--- src/rtl/riscv_stbuf_pkg.sv ---
// Shared types for the RISC-V store buffer: buffered store entry and downstream FSM states.
package riscv_stbuf_pkg;

  // Entries are sized for the widest supported XLEN; narrower builds zero the upper bits.
  localparam int XLEN_MAX = 64;

  typedef enum logic [1:0] {
    ST_IDLE,
    ST_LOAD,
    ST_FLUSH,
    ST_DRAIN
  } state_e;

  typedef struct packed {
    logic [XLEN_MAX-1:0]   adr;
    logic [XLEN_MAX-1:0]   d;
    logic [XLEN_MAX/8-1:0] be;
    logic [1:0]            prv;
  } stb_entry_t;

endpackage

--- src/rtl/riscv_stbuf_match.sv ---
// Word-address match of a load against all valid store entries; the youngest match decides forwarding.
module riscv_stbuf_match
  import riscv_stbuf_pkg::*;
#(
  parameter int XLEN  = 32,
  parameter int DEPTH = 4
) (
  input  stb_entry_t                 entries [DEPTH],
  input  logic [DEPTH-1:0]           valid,
  input  logic [$clog2(DEPTH)-1:0]   rd_ptr,
  input  logic [XLEN-1:0]            adr,
  input  logic [XLEN/8-1:0]          be,
  output logic                       hit,
  output logic                       covered,
  output logic [XLEN-1:0]            fwd_d
);

  localparam int PW  = $clog2(DEPTH);
  localparam int OFS = $clog2(XLEN/8);

  logic [PW-1:0] idx;
  logic          unused_bits;

  // Walk oldest to youngest so the last hit is the youngest matching store.
  always_comb begin
    hit     = 1'b0;
    covered = 1'b0;
    fwd_d   = '0;
    idx     = '0;
    for (int i = 0; i < DEPTH; i++) begin
      idx = rd_ptr + PW'(i);
      if (valid[idx] && (entries[idx].adr[XLEN-1:OFS] == adr[XLEN-1:OFS])) begin
        hit     = 1'b1;
        covered = ((entries[idx].be[XLEN/8-1:0] & be) == be);
        fwd_d   = entries[idx].d[XLEN-1:0];
      end
    end
  end

  always_comb begin
    unused_bits = 1'b0;
    for (int i = 0; i < DEPTH; i++) unused_bits = unused_bits ^ (^entries[i]);
  end

endmodule

--- src/rtl/riscv_stbuf.sv ---
// Store buffer between CPU and cache: buffers stores, forwards covered loads, drains in program order.
//   state    | meaning
//   ST_IDLE  | no downstream access outstanding
//   ST_LOAD  | bypassing load outstanding, waiting cache_ack
//   ST_FLUSH | flush outstanding (buffer already empty), waiting cache_ack
//   ST_DRAIN | head store outstanding, popped on cache_ack
module riscv_stbuf
  import riscv_stbuf_pkg::*;
#(
  parameter int XLEN  = 32,
  parameter int DEPTH = 4
) (
  input  logic              clk,
  input  logic              rst,
  input  logic              mem_req,
  input  logic              mem_we,
  input  logic              mem_flush,
  input  logic [XLEN-1:0]   mem_adr,
  input  logic [XLEN-1:0]   mem_d,
  input  logic [XLEN/8-1:0] mem_be,
  input  logic [1:0]        mem_prv,
  output logic [XLEN-1:0]   mem_q,
  output logic              mem_ack,
  output logic              cache_req,
  output logic              cache_we,
  output logic              cache_flush,
  output logic [XLEN-1:0]   cache_adr,
  output logic [XLEN-1:0]   cache_d,
  output logic [XLEN/8-1:0] cache_be,
  output logic [1:0]        cache_prv,
  input  logic [XLEN-1:0]   cache_q,
  input  logic              cache_ack,
  output logic              buf_empty
);

  localparam int PW = $clog2(DEPTH);
  localparam int CW = PW + 1;
  localparam logic [CW-1:0] FULL = CW'(DEPTH);

  stb_entry_t       entries [DEPTH];
  stb_entry_t       new_entry;
  logic [DEPTH-1:0] valid;
  logic [PW-1:0]    wr_ptr, rd_ptr;
  logic [CW-1:0]    count;
  state_e           state, state_nxt;

  logic            hit, covered;
  logic [XLEN-1:0] fwd_d;
  logic            req_new, st_req, ld_req, fl_req;
  logic            do_push, do_pop, do_fwd;
  logic            issue_load, issue_flush, issue_drain;

  // The ack cycle still shows the old request, so it must not be acted on twice.
  assign req_new   = mem_req & ~mem_ack;
  assign st_req    = req_new & mem_we & ~mem_flush;
  assign ld_req    = req_new & ~mem_we & ~mem_flush;
  assign fl_req    = req_new & mem_flush;
  assign do_push   = st_req & (count != FULL);
  assign do_fwd    = ld_req & hit & covered;
  assign do_pop    = (state == ST_DRAIN) & cache_ack;
  assign buf_empty = (count == '0) & (state == ST_IDLE);

  riscv_stbuf_match #(.XLEN(XLEN), .DEPTH(DEPTH)) u_match (
    .entries (entries),
    .valid   (valid),
    .rd_ptr  (rd_ptr),
    .adr     (mem_adr),
    .be      (mem_be),
    .hit     (hit),
    .covered (covered),
    .fwd_d   (fwd_d)
  );

  always_comb begin
    new_entry                = '0;
    new_entry.adr[XLEN-1:0]  = mem_adr;
    new_entry.d[XLEN-1:0]    = mem_d;
    new_entry.be[XLEN/8-1:0] = mem_be;
    new_entry.prv            = mem_prv;
  end

  always_ff @(posedge clk) begin
    if (rst) state <= ST_IDLE;
    else     state <= state_nxt;
  end

  always_comb begin
    state_nxt   = state;
    issue_load  = 1'b0;
    issue_flush = 1'b0;
    issue_drain = 1'b0;
    case (state)
      ST_IDLE: begin
        if (ld_req && !hit) begin
          issue_load = 1'b1;
          state_nxt  = ST_LOAD;
        end else if (fl_req && (count == '0)) begin
          issue_flush = 1'b1;
          state_nxt   = ST_FLUSH;
        end else if (count != '0) begin
          issue_drain = 1'b1;
          state_nxt   = ST_DRAIN;
        end
      end
      default: if (cache_ack) state_nxt = ST_IDLE;
    endcase
  end

  always_ff @(posedge clk) begin
    if (do_push) entries[wr_ptr] <= new_entry;
  end

  always_ff @(posedge clk) begin
    if (rst) begin
      wr_ptr <= '0;
      rd_ptr <= '0;
      count  <= '0;
      valid  <= '0;
    end else begin
      if (do_push) begin
        valid[wr_ptr] <= 1'b1;
        wr_ptr        <= wr_ptr + PW'(1);
      end
      if (do_pop) begin
        valid[rd_ptr] <= 1'b0;
        rd_ptr        <= rd_ptr + PW'(1);
      end
      count <= count + CW'(do_push) - CW'(do_pop);
    end
  end

  always_ff @(posedge clk) begin
    if (rst) begin
      mem_ack     <= 1'b0;
      mem_q       <= '0;
      cache_req   <= 1'b0;
      cache_we    <= 1'b0;
      cache_flush <= 1'b0;
      cache_adr   <= '0;
      cache_d     <= '0;
      cache_be    <= '0;
      cache_prv   <= '0;
    end else begin
      mem_ack <= do_push | do_fwd;
      if (do_fwd) mem_q <= fwd_d;
      if (cache_ack && (state == ST_LOAD || state == ST_FLUSH)) begin
        mem_ack <= 1'b1;
        if (state == ST_LOAD) mem_q <= cache_q;
      end
      if (cache_ack) cache_req <= 1'b0;
      if (issue_drain) begin
        cache_req   <= 1'b1;
        cache_we    <= 1'b1;
        cache_flush <= 1'b0;
        cache_adr   <= entries[rd_ptr].adr[XLEN-1:0];
        cache_d     <= entries[rd_ptr].d[XLEN-1:0];
        cache_be    <= entries[rd_ptr].be[XLEN/8-1:0];
        cache_prv   <= entries[rd_ptr].prv;
      end else if (issue_load || issue_flush) begin
        cache_req   <= 1'b1;
        cache_we    <= 1'b0;
        cache_flush <= issue_flush;
        cache_adr   <= mem_adr;
        cache_d     <= mem_d;
        cache_be    <= mem_be;
        cache_prv   <= mem_prv;
      end
    end
  end

endmodule

--- config.mk ---
export PLATFORM = sky130hd
export DESIGN_NAME = riscv_stbuf
export DESIGN_NICKNAME = d
export VERILOG_FILES = /design/src/rtl/riscv_stbuf_pkg.sv /design/src/rtl/riscv_stbuf_match.sv /design/src/rtl/riscv_stbuf.sv
export SDC_FILE = /design/constraint.sdc
export NUM_CORES = 1
export LEC_CHECK = 0
export ABC_CLOCK_PERIOD_IN_PS = 6800
export CAP_MARGIN = 20
export CORE_UTILIZATION = 35
export CTS_CLUSTER_DIAMETER = 30
export DETAILED_ROUTE_END_ITERATION = 8
export GPL_TIMING_DRIVEN = 0
export PLACE_DENSITY = 0.54
export RECOVER_POWER = 50
export SKIP_LAST_GASP = 1
export SLEW_MARGIN = 40
export SYNTH_ARGS = -nofsm -noshare
export SYNTH_HDL_FRONTEND = slang
export SYNTH_SLANG_ARGS = --single-unit
--- constraint.sdc ---
create_clock -name clk -period 6.8 [get_ports clk]
set_input_delay 1.7 -clock clk [delete_from_list [all_inputs] [get_ports clk]]
set_output_delay 1.7 -clock clk [all_outputs]
set_load 0.02 [all_outputs]
==> results.toml <==
[grt]
grt_pass1_vias = 19200
antenna_found_initial = 2
grt_usage_pct = 27.5
grt_pass1_wl_um = 133000
grt_remaining_overflow = 0
grt_start_max_net_pins = 28

[power]
seqPwrFrac_pct = 31.1
combPwrFrac_pct = 17.7
p_clk_share_pct = 51.2
fin_total_pwr_mw = 9.40
swShare_pct = 29.0
power_switching_mw = 2.73
ir_worst_vdd_uv = 207
p_leak_nw = 9.91
intPower_mw = 6.67
power_density_nw_per_um2 = 315

[clock_network]
cts_tree = "done"
clockBufferDepth = 3
path_clk_slew_ns = 0.05
cts_sinks = 399
htree_levels = 3
cts-resized-gates = 1
hold_buffers = 0
cts_made_buffers = 102
insertion_delay_ns = 0.66
cts_setup_buffers = 0
cts-root-buf = "clkbuf_16"

[worst_setup_path]
critPathKind = "register to register"
crit_fanout = 25
start_kind = "register"
cp-end-kind = "register"
crit_slowest_cell = "nor4_1"
cp_cell_sequence = "buf_2 -> inv_1 -> clkbuf_1 -> buf_4 -> clkbuf_4 -> ha_1 -> buf_4 -> buf_4 -> buf_4 -> mux4_2 -> xnor2_1 -> nand4_1 -> nor4_1 -> and3_1 -> nor4_4 -> a21oi_2 -> buf_2 -> buf_2 -> a211oi_1"
required_ns = 7.30
slowest_delay_ns = 0.50
cp.arrival_ns = 7.24
cpMostUsedCell = "buf_4"

[floorplanning]
dieArea_um2 = 66600
dieWidth_um = 258
core-area_um2 = 64600
ios = 215
fp.dieH_um = 258
start_util_pct = 35.5
row_count = 93

[timing]
fin_crit_ns = 6.74
setup-violations-final = 0
hold_slack_ns = 0.489
hold_viol_final = 0
timing.final.ws_setup_ns = 0.0613
fin_skew_ns = 0.0368
min_period_over_period_pct = 99.1
slew_viol_final = 0
grt_setup_unrepaired = "no"
finalSetupTns_ns = 0
worstMarginPinSlew_ns = 1.41
timing.fmax_ghz = 0.148
slew_headroom_pct = 5.75

[hold_path]
hold_path_class = "register to register"

[detailed_routing]
first_pass_iters = 8
via_per_inst = 5.98
num_vias = 19000
post_drt_wl_per_cell_um = 29.1
routed_wl_um = 92800
drtAntennaViolNets = 0
drc = 0
drtIter0Drc = 1809

[yosys]
ys_ff_latch = 399
synth_cell_types = 81
synth_seq_area_share_pct = 47.1
syn_area_per_cell_um2 = 12.0
synth_nets = 2039
syn_inst = 1917
synth_edf_count = 280
synth_flop_cell = "edfxtp_1"
synth_async_sr_flop_share_pct = 0
syn_area_um2 = 22900
yosysWarnings = 0

[layout]
final_layout_size_suffix_gt1_share_pct = 19.6
layout_common_cells = "edfxtp_1 (280), dlygate4sd3_1 (177), nand2_1 (165), mux2i_1 (148), dfxtp_1 (119)"
fin_util_pct = 46.3
final_nets = 2363
area_delta_synth_final_pct = 30.2
final_common_cell = "edfxtp_1"

[run_status]
status = "finished clean"

[place]
routabilityCongestion = 0.975
post-dp-hpwl_um = 67600
io_buffers = 213
dp_slack_ns = -0.895

[job]
drv_cap = 0
Yosys cell counts (5+ instances only):
| master | instances | share of area (%) |
|---|---|---|
| nand4_1 | 14 | 0.38 |
| o211ai_1 | 5 | 0.16 |
| a211oi_1 | 69 | 2.3 |
| buf_2 | 32 | 0.70 |
| and3_1 | 6 | 0.16 |
| nand3_1 | 14 | 0.31 |
| or3_1 | 7 | 0.19 |
| buf_1 | 13 | 0.21 |
| mux2i_1 | 149 | 6.5 |
| nor2b_1 | 10 | 0.27 |
| inv_1 | 40 | 0.65 |
| mux2_2 | 47 | 2.3 |
| xnor2_1 | 82 | 3.1 |
| dfxtp_1 | 119 | 10 |
| or4_1 | 8 | 0.26 |
| and2_1 | 12 | 0.33 |
| a22oi_1 | 36 | 1.2 |
| nor4_1 | 10 | 0.27 |
| edfxtp_1 | 280 | 37 |
| xor2_1 | 21 | 0.80 |
| a222oi_1 | 6 | 0.26 |
| o22ai_1 | 82 | 2.2 |
| nand3b_1 | 63 | 2.1 |
| mux4_2 | 113 | 11 |
| o221a_1 | 6 | 0.29 |
| o21ai_1 | 29 | 0.63 |
| clkbuf_1 | 86 | 1.4 |
| nor3_1 | 14 | 0.31 |
| nand2_1 | 165 | 2.7 |
| a21oi_1 | 66 | 1.4 |
| a2111oi_0 | 5 | 0.19 |
| o2111ai_1 | 6 | 0.23 |
| buf_6 | 11 | 0.54 |
| a32oi_1 | 35 | 1.3 |
| buf_4 | 26 | 0.85 |
| ha_1 | 13 | 0.71 |
| o21ai_0 | 86 | 1.9 |
| nand2b_1 | 17 | 0.46 |
| nor2_1 | 36 | 0.59 |
through the flow:
step / instances / cell area, um^2
floorplan: 1917 / 22900
global placement: 2985 / 26100
detailed placement: 2995 / 26400
CTS: 3186 / 29900
global route: 3186 / 29900
finish: 3187 / 29900
logic make-up after synthesis:
logic type      synth area share (%)
compound gates                  13.7
simple gates                    9.44
flops                           47.1
mux                             20.3
buf+inv                         4.76
xor+xnor                        3.93
fa+ha+maj                      0.797
worst max-delay path: cells and delay by family, from the launching register on:
| kind | cells | cell delay [ns] |
|---|---|---|
| mux | 1 | 0.38 |
| simple gates | 4 | 1.06 |
| compound gates | 2 | 0.53 |
| flops | 1 | 0.34 |
| buf+inv | 10 | 3.39 |
| fa+ha+maj | 1 | 0.30 |
| xor+xnor | 1 | 0.49 |
power by group through the flow:
stage          Clock [mW]  Combinational [mW]  Sequential (mW)
3_3_place_gp            0                1.69             2.97
2_1_floorplan           0               0.752             3.10
3_5_place_dp            0                1.70             2.97
6_report             4.81                1.66             2.93
5_1_grt              4.99                1.74             2.94
4_1_cts              4.86                1.71             2.93
worst paths after layout:
| check | start | end | slack [ns] | cells after the start |
|---|---|---|---|---|
| worst max register to register | rd_ptr[1] | cache_adr[9] | 0.06 | 19 |
| worst min-delay path | mem_q[16] | mem_q[16] | 0.49 | 2 |
| worst min register to register | mem_q[16] | mem_q[16] | 0.49 | 2 |
| worst max-delay path | rd_ptr[1] | cache_adr[9] | 0.06 | 19 |
state kept, by name (all words and copies together) (netlist names), 2 cells and up:
signal,flops
cache_adr,32
cache_be,4
cache_d,32
cache_prv,2
count,3
entries,280
mem_q,32
rd_ptr,2
state,2
valid,4
wr_ptr,2
cell type report:
class / instances / area (um^2)
diodes: 1 / 2.50
plain buffers: 171 / 946
clock buffers: 119 / 2670
inverters: 40 / 150
well taps: 855 / 1070
clock inverters: 75 / 826
repair buffers: 223 / 2330
flip-flops and latches: 399 / 10800
multi-input cells: 1304 / 11100
fillers: 5904 / 34700
metal layers:
metal  vias up  share of wire (%)  track usage (%)
met2      1028                 49             46.3
li1       8214                  -                -
met1      9603                 40             35.1
met3       204                7.9             4.96
met4         0                3.5             10.2
met5         -                  0                0
Note: power is estimated with default switching activity, not from simulation.
